File: config.mk
export PLATFORM = sky130hd
export DESIGN_NAME = mips_multicycle_ctrl_flat
export DESIGN_NICKNAME = d
export VERILOG_FILES = /design/src/rtl/mips_multicycle_ctrl_if.sv /design/src/rtl/mips_multicycle_ctrl.sv /design/src/flat_wrapper.sv
export SDC_FILE = /design/constraint.sdc
export NUM_CORES = 1
export LEC_CHECK = 0
export CORE_UTILIZATION = 37
export CTS_CLUSTER_DIAMETER = 100
export DETAILED_ROUTE_END_ITERATION = 7
export PLACE_DENSITY = 0.74
export RECOVER_POWER = 25
export SETUP_SLACK_MARGIN = 0.1
export SLEW_MARGIN = 20
export SYNTH_ARGS = -nofsm -noshare
export SYNTH_HDL_FRONTEND = slang
export SYNTH_SLANG_ARGS = --single-unit
File: constraint.sdc
create_clock -name clk -period 1.6 [get_ports clk]
set_input_delay 0.32 -clock clk [delete_from_list [all_inputs] [get_ports clk]]
set_output_delay 0.32 -clock clk [all_outputs]
set_load 0.02 [all_outputs]
File: src/rtl/mips_multicycle_ctrl_if.sv
// Control bundle between the multicycle MIPS controller and its datapath.
// Carries instruction fields and zero flag in, every mux select/enable out.
// No flow control: the datapath consumes the controls every cycle.
interface mips_multicycle_ctrl_if;
    logic [5:0] op;
    logic [5:0] funct;
    logic       zero;
    logic       memtoreg;
    logic       regdst;
    logic       regwrite;
    logic       alusrca;
    logic [1:0] alusrcb;
    logic [2:0] alucontrol;
    logic [1:0] pcsrc;
    logic       IorD;
    logic       irwrite;
    logic       memwrite;
    logic       pcen;

    // Controller side: reads the instruction fields, drives the datapath.
    modport master (
        input  op, funct, zero,
        output memtoreg, regdst, regwrite, alusrca, alusrcb, alucontrol,
               pcsrc, IorD, irwrite, memwrite, pcen
    );

    // Datapath side: supplies the instruction fields, obeys the controls.
    modport slave (
        output op, funct, zero,
        input  memtoreg, regdst, regwrite, alusrca, alusrcb, alucontrol,
               pcsrc, IorD, irwrite, memwrite, pcen
    );
endinterface

File: src/rtl/mips_multicycle_ctrl.sv
// Multicycle MIPS main control: Moore FSM sequencing fetch..writeback plus ALU decode.
// Latency: 2 (illegal) to 5 (lw) cycles per instruction; outputs combinational from state.
// No backpressure: the FSM advances on every rising clock edge.
module mips_multicycle_ctrl (
    input  logic                          clk,
    input  logic                          reset,
    mips_multicycle_ctrl_if.master        bus
);

    typedef enum logic [3:0] {
        S_FETCH   = 4'd0,
        S_DECODE  = 4'd1,
        S_MEMADR  = 4'd2,
        S_MEMRD   = 4'd3,
        S_MEMWB   = 4'd4,
        S_MEMWR   = 4'd5,
        S_RTYPEEX = 4'd6,
        S_RTYPEWB = 4'd7,
        S_BEQEX   = 4'd8,
        S_ADDIEX  = 4'd9,
        S_ADDIWB  = 4'd10,
        S_JEX     = 4'd11
    } state_t;

    localparam logic [5:0] OP_RTYPE = 6'b000000;
    localparam logic [5:0] OP_LW    = 6'b100011;
    localparam logic [5:0] OP_SW    = 6'b101011;
    localparam logic [5:0] OP_BEQ   = 6'b000100;
    localparam logic [5:0] OP_ADDI  = 6'b001000;
    localparam logic [5:0] OP_J     = 6'b000010;

    localparam logic [2:0] ALU_ADD = 3'b010;
    localparam logic [2:0] ALU_SUB = 3'b110;
    localparam logic [2:0] ALU_AND = 3'b000;
    localparam logic [2:0] ALU_OR  = 3'b001;
    localparam logic [2:0] ALU_SLT = 3'b111;

    state_t     state_q;
    state_t     state_d;

    logic       memtoreg;
    logic       regdst;
    logic       regwrite;
    logic       alusrca;
    logic [1:0] alusrcb;
    logic [2:0] alucontrol;
    logic [1:0] pcsrc;
    logic       iord;
    logic       irwrite;
    logic       memwrite;
    logic       pcwrite;
    logic       branch;
    logic [2:0] funct_alu;

    // State register; reset lands in FETCH immediately so no write can fire while held.
    always_ff @(posedge clk or posedge reset) begin
        if (reset) begin
            state_q <= S_FETCH;
        end else begin
            state_q <= state_d;
        end
    end

    // R-type ALU decode; unknown funct falls back to add so writeback still sees a value.
    always_comb begin
        funct_alu = ALU_ADD;
        case (bus.funct)
            6'b100000: funct_alu = ALU_ADD;
            6'b100010: funct_alu = ALU_SUB;
            6'b100100: funct_alu = ALU_AND;
            6'b100101: funct_alu = ALU_OR;
            6'b101010: funct_alu = ALU_SLT;
            default:   funct_alu = ALU_ADD;
        endcase
    end

    // Next-state and Moore outputs; everything defaults to deasserted / select 0.
    always_comb begin
        state_d    = S_FETCH;
        memtoreg   = 1'b0;
        regdst     = 1'b0;
        regwrite   = 1'b0;
        alusrca    = 1'b0;
        alusrcb    = 2'b00;
        alucontrol = 3'b000;
        pcsrc      = 2'b00;
        iord       = 1'b0;
        irwrite    = 1'b0;
        memwrite   = 1'b0;
        pcwrite    = 1'b0;
        branch     = 1'b0;
        case (state_q)
            S_FETCH: begin
                alusrcb    = 2'b01;
                alucontrol = ALU_ADD;
                irwrite    = 1'b1;
                pcwrite    = 1'b1;
                state_d    = S_DECODE;
            end
            S_DECODE: begin
                // Speculatively compute the branch target into ALUOut.
                alusrcb    = 2'b11;
                alucontrol = ALU_ADD;
                case (bus.op)
                    OP_LW, OP_SW: state_d = S_MEMADR;
                    OP_RTYPE:     state_d = S_RTYPEEX;
                    OP_BEQ:       state_d = S_BEQEX;
                    OP_ADDI:      state_d = S_ADDIEX;
                    OP_J:         state_d = S_JEX;
                    default:      state_d = S_FETCH;
                endcase
            end
            S_MEMADR: begin
                alusrca    = 1'b1;
                alusrcb    = 2'b10;
                alucontrol = ALU_ADD;
                state_d    = (bus.op == OP_SW) ? S_MEMWR : S_MEMRD;
            end
            S_MEMRD: begin
                iord    = 1'b1;
                state_d = S_MEMWB;
            end
            S_MEMWB: begin
                memtoreg = 1'b1;
                regwrite = 1'b1;
                state_d  = S_FETCH;
            end
            S_MEMWR: begin
                iord     = 1'b1;
                memwrite = 1'b1;
                state_d  = S_FETCH;
            end
            S_RTYPEEX: begin
                alusrca    = 1'b1;
                alucontrol = funct_alu;
                state_d    = S_RTYPEWB;
            end
            S_RTYPEWB: begin
                regdst   = 1'b1;
                regwrite = 1'b1;
                state_d  = S_FETCH;
            end
            S_BEQEX: begin
                alusrca    = 1'b1;
                alucontrol = ALU_SUB;
                pcsrc      = 2'b01;
                branch     = 1'b1;
                state_d    = S_FETCH;
            end
            S_ADDIEX: begin
                alusrca    = 1'b1;
                alusrcb    = 2'b10;
                alucontrol = ALU_ADD;
                state_d    = S_ADDIWB;
            end
            S_ADDIWB: begin
                regwrite = 1'b1;
                state_d  = S_FETCH;
            end
            S_JEX: begin
                pcsrc   = 2'b10;
                pcwrite = 1'b1;
                state_d = S_FETCH;
            end
            default: state_d = S_FETCH;
        endcase
    end

    assign bus.memtoreg   = memtoreg;
    assign bus.regdst     = regdst;
    assign bus.regwrite   = regwrite;
    assign bus.alusrca    = alusrca;
    assign bus.alusrcb    = alusrcb;
    assign bus.alucontrol = alucontrol;
    assign bus.pcsrc      = pcsrc;
    assign bus.IorD       = iord;
    assign bus.irwrite    = irwrite;
    assign bus.memwrite   = memwrite;
    // Only output touched by an input: branch taken when the ALU compare is zero.
    assign bus.pcen       = pcwrite | (branch & bus.zero);

endmodule

File: src/flat_wrapper.sv
// flat-port wrapper written by rule: the top's interface ports become plain ports
module mips_multicycle_ctrl_flat 
  (clk, reset, bus_op, bus_funct, bus_zero, bus_memtoreg, bus_regdst, bus_regwrite, bus_alusrca, bus_alusrcb, bus_alucontrol, bus_pcsrc, bus_IorD, bus_irwrite, bus_memwrite, bus_pcen);
  mips_multicycle_ctrl_if bus_i ();
  input  logic clk;
  input  logic reset;
  input wire logic [$bits(bus_i.op)-1:0] bus_op;
  input wire logic [$bits(bus_i.funct)-1:0] bus_funct;
  input wire logic [$bits(bus_i.zero)-1:0] bus_zero;
  output wire logic [$bits(bus_i.memtoreg)-1:0] bus_memtoreg;
  output wire logic [$bits(bus_i.regdst)-1:0] bus_regdst;
  output wire logic [$bits(bus_i.regwrite)-1:0] bus_regwrite;
  output wire logic [$bits(bus_i.alusrca)-1:0] bus_alusrca;
  output wire logic [$bits(bus_i.alusrcb)-1:0] bus_alusrcb;
  output wire logic [$bits(bus_i.alucontrol)-1:0] bus_alucontrol;
  output wire logic [$bits(bus_i.pcsrc)-1:0] bus_pcsrc;
  output wire logic [$bits(bus_i.IorD)-1:0] bus_IorD;
  output wire logic [$bits(bus_i.irwrite)-1:0] bus_irwrite;
  output wire logic [$bits(bus_i.memwrite)-1:0] bus_memwrite;
  output wire logic [$bits(bus_i.pcen)-1:0] bus_pcen;
  assign bus_i.op = bus_op;
  assign bus_i.funct = bus_funct;
  assign bus_i.zero = bus_zero;
  assign bus_memtoreg = bus_i.memtoreg;
  assign bus_regdst = bus_i.regdst;
  assign bus_regwrite = bus_i.regwrite;
  assign bus_alusrca = bus_i.alusrca;
  assign bus_alusrcb = bus_i.alusrcb;
  assign bus_alucontrol = bus_i.alucontrol;
  assign bus_pcsrc = bus_i.pcsrc;
  assign bus_IorD = bus_i.IorD;
  assign bus_irwrite = bus_i.irwrite;
  assign bus_memwrite = bus_i.memwrite;
  assign bus_pcen = bus_i.pcen;
  mips_multicycle_ctrl u_core (.clk(clk), .reset(reset), .bus(bus_i));
endmodule
==> flow_metrics.py, run 1 <==
metrics = {
    "power_and_ir_drop": {
        "p_leak_nw": 0.472,
        "power_mw": 1.55,
        "p_int_uw": 845,
        "combPwrFrac_pct": 80.7,
        "cellPowerDensity_nw_per_um2": 1450,
        "seqPwrFrac_pct": 11.2,
        "pwr-share-clk_pct": 8.1,
        "vdd_drop_max_mv": 0.781,
        "p_sw_share_pct": 45.3,
        "p_switching_uw": 701,
    },
    "route": {
        "first_iter_violations": 12,
        "drc": 0,
        "ant_nets": 0,
        "vias_per_cell": 5.50,
        "wirelength_mm": 1.90,
        "detail_route.wl_per_cell_um": 14.1,
        "vias": 742,
        "dr.pass1.iters": 4,
    },
    "worst_setup_path": {
        "cpPeakStageDelay_ns": 0.43,
        "critPathBufInv": 1,
        "critPathCaptureType": "primary output",
        "startpoint_type": "register",
        "crit_path_top_delay_cell": "dfrtp_2",
        "crit_type": "register to primary output",
        "crit_chain": "or2b_4 -> mux2i_1 -> a21o_1 -> buf_6",
        "crit_family": "flip-flops",
        "worstPathArrival_ns": 1.39,
        "critPathRequiredTime_ns": 1.28,
        "path_max_fanout": 5,
    },
    "timing": {
        "worst_pin_slew_ns": 0.316,
        "final.period_utilization_pct": 107,
        "hold_viol_final": 0,
        "finalMaxSlewViolations": 0,
        "slew_headroom_pct": 78.9,
        "fmax_mhz": 586,
        "setup_viol_count_final": 10,
        "finalClockSkew_ns": 0.00300,
        "fin_ws_ns": -0.105,
        "rsz0062_at_grt": "yes",
        "period_needed_ns": 1.71,
        "tns_ns": -0.688,
    },
    "grt": {
        "grt_overflow": 0,
        "grt_pass1_vias": 666,
        "grt.total_usage_pct": 25.2,
        "grt_max_degree": 10,
        "grt_antenna_before_repair": 0,
        "grt_pass1_wl_mm": 2.70,
    },
    "synth": {
        "synth_fp_nets": 85,
        "synth-simple-area-share_pct": 38.0,
        "ys_ff_latch": 4,
        "synth_warnings": 0,
        "synthAdderAreaFrac_pct": 0,
        "synth_largest_area_cell": "dfrtp_1",
        "synth-main-ff-cell": "dfrtp_1",
        "netlist_instances": 70,
        "synth_area_um2": 533,
        "synthXorXnorAreaFrac_pct": 6.57,
        "synth_seq_area_share_pct": 18.8,
        "synth_commonest_cells": "nor2_1, buf_2",
        "avgSynthCellArea_um2": 7.61,
        "synth_area_leaders": "dfrtp_1, a2111oi_4, xor2_1",
        "yosysMostFrequentCell": "nor2_1",
        "synth-edff-count": 0,
        "synth_mux_area_share_pct": 1.88,
        "synth_cell_type_count": 35,
        "synth_compound_area_share_pct": 26.5,
        "async_flop_share_pct": 100,
        "synth_top_family_by_area": "simple AND/OR/NAND/NOR gates",
        "yosysTopAreaCellShare_pct": 18.8,
    },
    "final_layout": {
        "largest_reg_flops": 4,
        "antenna_cells": 0,
        "reg_top3": "u_core.state_q (4)",
        "fillers": 92,
        "final_layout_size_suffix_gt1_share_pct": 55.8,
        "syn_to_final_growth_pct": 99.8,
        "final_nets": 137,
        "top_register": "u_core.state_q",
        "fin_util_pct": 80.8,
    },
    "status": {
        "violations": "negative setup slack",
        "outcome": "finished, violations left",
    },
    "die": {
        "core_area_um2": 1320,
        "fp.dieH_um": 40.0,
        "dieArea_um2": 1600,
        "start_util_pct": 40.5,
        "dieWidth_um": 40.0,
        "rows": 13,
        "io_pins": 30,
    },
    "place": {
        "io_buffers": 29,
        "gp_congestion": 0.757,
        "pre_cts_slack_ns": -0.944,
        "dp_hpwl_mm": 1.33,
    },
    "clock_tree": {
        "cts.sinks": 4,
        "clockBufferDepth": 2,
        "cts_tree": "yes",
        "clock_latency_ns": 0.24,
        "h-tree-depth": 1,
        "clkSlewWorstSetupHoldPaths_ns": 0.04,
        "cts-hold-fix-buffers": 0,
        "cts_root_buffer": "clkbuf_4",
        "cts_made_buffers": 3,
    },
    "min_path": {
        "hold_class": "input pin to asynchronous set/reset pin",
    },
    "job": {
        "drv_cap": 0,
    },
}
[worst register-to-register path: stages, from the launching register on]
cell and delay [ns]:
dfrtp_1 0.40, buf_4 0.19, or3_4 0.40, o32ai_1 0.34
[area by class of cell]
class,instances,area (um^2),area share [%]
Clock buffer,3,22.5,2.12
Inverter,3,13.8,1.29
Multi-Input combinational cell,57,469,44.1
Sequential cell,4,101,9.52
Tap cell,15,18.8,1.76
Timing Repair Buffer,53,439,41.2
[stage by stage]
stage               hold WS, ns  instances  instance area (um^2)
floorplan                0.0861         70                   558
global placement          0.505        128                   981
detailed placement        0.506        128                   981
CTS                       0.259        133                  1020
global route              0.448        135                  1060
finish                    0.394        135                  1060
[routing by layer]
metal	global-route usage, %	routed length [um]	vias to the layer above
met5	0	0	-
met4	7.76	27	0
li1	-	-	361
met2	49.6	1050	29
met1	27.0	733	348
met3	3.33	97	4
[final timing paths]
path,startpoint,to,depth (start not counted),slack [ns]
setup / recovery,u_core.state_q[3]$_DFF_PP0_,bus_regwrite,4,-0.11
hold / removal,reset,u_core.state_q[0]$_DFF_PP0_,2,0.39
setup reg to reg,u_core.state_q[2]$_DFF_PP0_,u_core.state_q[2]$_DFF_PP0_,3,0.13
hold reg to reg,u_core.state_q[2]$_DFF_PP0_,u_core.state_q[3]$_DFF_PP0_,2,0.69
max in group asynchronous,reset,u_core.state_q[3]$_DFF_PP0_,2,1.05
min in group clk,u_core.state_q[2]$_DFF_PP0_,u_core.state_q[3]$_DFF_PP0_,2,0.69
[power by group through the flow]
stage / combinational (mW) / sequential (mW) / clock [mW]
finish: 1.25 / 0.173 / 0.125
global placement: 1.12 / 0.165 / 0
global route: 1.33 / 0.177 / 0.137
CTS: 1.14 / 0.167 / 0.127
detailed placement: 1.13 / 0.166 / 0
floorplan: 0.629 / 0.141 / 0
[logic make-up after synthesis]
group | Yosys count
buf+inv | 9
mux | 1
simple gates | 35
flops | 4
compound gates | 17
xor+xnor | 4
[placed cells by master, fill, tap and decap left out, drive strengths merged, types with 2 or more instances in the layout]
master and count:
a21oi 3, nor3 5, xor2 3, nand2 4, and3 2, nand3 3
buf 41, clkdlybuf4s15 4, a2bb2oi 2, dfrtp 4, o21ai 2, clkbuf 3
o211ai 2, nor3b 2, nand4 3, nor2 6, nand2b 4, inv 3
clkdlybuf4s50 7
[timing repair]
action	CTS	global route
cloned	0	1
resized for setup	103	11
hold endpoints to repair	0	0
setup buffers	2	1
endpoints found under the setup margin	15	15
pin swaps	7	2
(Power assumes the default switching activity.)
==> inputs of run 2 (changes only) <==
--- a/config.mk
+++ b/config.mk
@@ -5,6 +5,7 @@
 export SDC_FILE = /design/constraint.sdc
 export NUM_CORES = 1
 export LEC_CHECK = 0
+export ABC_AREA = 1
 export CORE_UTILIZATION = 37
 export CTS_CLUSTER_DIAMETER = 100
 export DETAILED_ROUTE_END_ITERATION = 7
==> run 2 against run 1 <==
Net effect: the run still ends with negative setup slack left; combinational power increased by 12%; sequential share of layout area down 0.73 points; power up 12%; via count increased by 22%; setup slack gained 0.0096 ns.
==> flow_metrics.py, run 2 <==
metrics = {
    "final_layout": {
        "final_area_um2": 1180,
        "syn_to_final_growth_pct": 125,
        "top_register": "u_core.state_q",
        "antenna_cells": 0,
        "final_nets": 176,
        "stdcell_count": 174,
        "layout_common_cells": "buf_4, nand2_1, inv_1, nor2_1, buf_6",
        "final_layout_size_suffix_gt1_share_pct": 49.7,
        "reg_top3": "u_core.state_q (4)",
        "layout_commonest_cell": "buf_4",
        "largest_reg_flops": 4,
    },
    "timing": {
        "finalClockSkew_ns": 0.00143,
        "tns_ns": -0.187,
        "period_needed_ns": 1.70,
        "hold_viol_final": 0,
        "final.period_utilization_pct": 106,
        "fmax_mhz": 590,
        "worst_pin_slew_ns": 0.329,
        "setup_viol_count_final": 6,
        "finalMaxSlewViolations": 0,
        "rsz0062_at_grt": "yes",
        "slew_headroom_pct": 78.0,
        "fin_ws_ns": -0.0958,
    },
    "power_and_ir_drop": {
        "vdd_drop_max_mv": 0.916,
        "power_mw": 1.73,
        "cellPowerDensity_nw_per_um2": 1470,
        "p_sw_share_pct": 48.8,
        "pwr-share-clk_pct": 6.9,
        "p_switching_uw": 845,
        "p_int_uw": 886,
        "p_leak_nw": 0.658,
        "seqPwrFrac_pct": 12.2,
        "combPwrFrac_pct": 80.8,
    },
    "route": {
        "vias": 903,
        "wirelength_mm": 2.58,
        "first_iter_violations": 27,
        "vias_per_cell": 5.19,
        "detail_route.wl_per_cell_um": 14.8,
        "ant_nets": 0,
        "dr.pass1.iters": 4,
        "drc": 0,
    },
    "place": {
        "pre_cts_slack_ns": -0.582,
        "place_area_um2": 976,
        "dp_hpwl_mm": 1.26,
        "io_buffers": 29,
        "place_inst": 164,
        "gp_congestion": 0.799,
    },
    "worst_setup_path": {
        "regToRegEndpoint": "u_core.state_q[2]$_DFF_PP0_",
        "reg2reg_from": "u_core.state_q[2]$_DFF_PP0_",
        "worstPathArrival_ns": 1.38,
        "worst-r2r-setup-slack_ns": 0.26,
        "cpPeakStageDelay_ns": 0.41,
        "critPathRequiredTime_ns": 1.28,
        "critPathCaptureType": "primary output",
        "rr_worst_depth": 7,
        "crit_type": "register to primary output",
        "crit_cells": 5,
        "crit_family": "buffers and inverters",
        "crit_path_top_delay_cell": "dfrtp_1",
        "crit_chain": "inv_2 -> buf_4 -> nand3_4 -> a21oi_2 -> buf_4",
        "cpMostUsedCell": "buf_4",
        "critPathBufInv": 3,
        "critPathCapture": "bus_alusrcb[1]",
        "critical_path.startpoint": "u_core.state_q[3]$_DFF_PP0_",
        "path_max_fanout": 4,
        "startpoint_type": "register",
    },
    "grt": {
        "grt_overflow": 0,
        "grt_pass1_vias": 771,
        "grt-busiest-layer": "met2",
        "grt_pass1_wl_mm": 2.85,
        "grt_antenna_before_repair": 0,
        "grt_max_degree": 8,
        "use_met1_pct": 25.3,
        "met2_usage_pct": 54.9,
        "grt.total_usage_pct": 26.9,
        "met3_usage_pct": 3.98,
    },
    "min_path": {
        "hold_class": "input pin to asynchronous set/reset pin",
    },
    "die": {
        "dieWidth_um": 39.6,
        "rows": 13,
        "io_pins": 30,
        "core_area_um2": 1320,
        "dieArea_um2": 1570,
        "fp.dieH_um": 39.6,
        "start_util_pct": 39.8,
    },
    "synth": {
        "synth_area_leaders": "dfrtp_1, nand2_1, inv_1",
        "synth_commonest_cells": "nand2_1, inv_1, nor2_1, nand3_1, dfrtp_1",
        "netlist_instances": 101,
        "synth_area_um2": 524,
        "synth-main-ff-cell": "dfrtp_1",
        "async_flop_share_pct": 100,
        "yosysMostFrequentCell": "nand2_1",
        "synth-edff-count": 0,
        "synth_fp_nets": 116,
        "avgSynthCellArea_um2": 5.19,
        "ys_ff_latch": 4,
        "synth_warnings": 0,
        "synth_seq_area_share_pct": 19.1,
        "yosysTopAreaCellShare_pct": 19.1,
        "synth_cell_type_count": 17,
        "synth_largest_area_cell": "dfrtp_1",
    },
    "clock_tree": {
        "clockBufferDepth": 2,
        "cts_root_buffer": "clkbuf_4",
        "h-tree-depth": 1,
        "cts-hold-fix-buffers": 0,
        "clock_latency_ns": 0.23,
        "cts_tree": "yes",
        "cts_made_buffers": 3,
        "clkSlewWorstSetupHoldPaths_ns": 0.04,
        "cts.sinks": 4,
    },
    "status": {
        "outcome": "finished, violations left",
        "violations": "negative setup slack",
    },
    "job": {
        "drv_cap": 0,
    },
}
## run 2: layout make-up
type,count,area (um^2)
repair buffers,56,499
multi-input cells,71,440
fillers,71,136
flip-flops and latches,4,104
inverters,25,96.3
clock buffers,3,22.5
well taps,15,18.8
## run 2: kinds of logic after synthesis
group	share of synthesized area, %
flip-flops	19.1
buffers and inverters	19.3
AO/OA/AOI/OAI	7.64
AND/OR/NAND/NOR	53.9
## run 2: what timing repair did
action	4_1_cts	5_1_grt
endpoints found under the setup margin	15	15
gates cloned	0	0
gates resized for setup	94	35
setup buffers	4	3
pin swaps	9	9
## run 2: routing by layer
metal,up-vias,part of all wire [%]
met1,420,37
met3,8,6.0
met4,0,2.7
li1,426,-
met5,-,0
met2,49,54
## run 2: through the flow
step | hold WS, ns | util [%]
finish | 0.420 | 89.6
floorplan | 0.0861 | -
global route | 0.431 | 89.6
detailed placement | 0.520 | 74.1
global placement | 0.509 | 74.1
CTS | 0.282 | 78.7
## run 2: power groups by stage
stage | Combinational [mW] | Clock, mW | Sequential (mW)
after global routing | 1.46 | 0.133 | 0.214
after detailed placement | 0.983 | 0 | 0.184
after CTS | 1.07 | 0.123 | 0.188
after floorplan | 0.475 | 0 | 0.164
final | 1.40 | 0.120 | 0.212
after global placement | 0.972 | 0 | 0.182
## run 2: how the worst min path moves through the flow
stage                                  endpoint  cells past startpoint  slack, ns
floorplan           u_core.state_q[0]$_DFF_PP0_                      1       0.09
global placement    u_core.state_q[2]$_DFF_PP0_                      2       0.51
detailed placement  u_core.state_q[1]$_DFF_PP0_                      2       0.52
CTS                 u_core.state_q[3]$_DFF_PP0_                      2       0.28
global route        u_core.state_q[2]$_DFF_PP0_                      2       0.43
finish              u_core.state_q[3]$_DFF_PP0_                      2       0.42
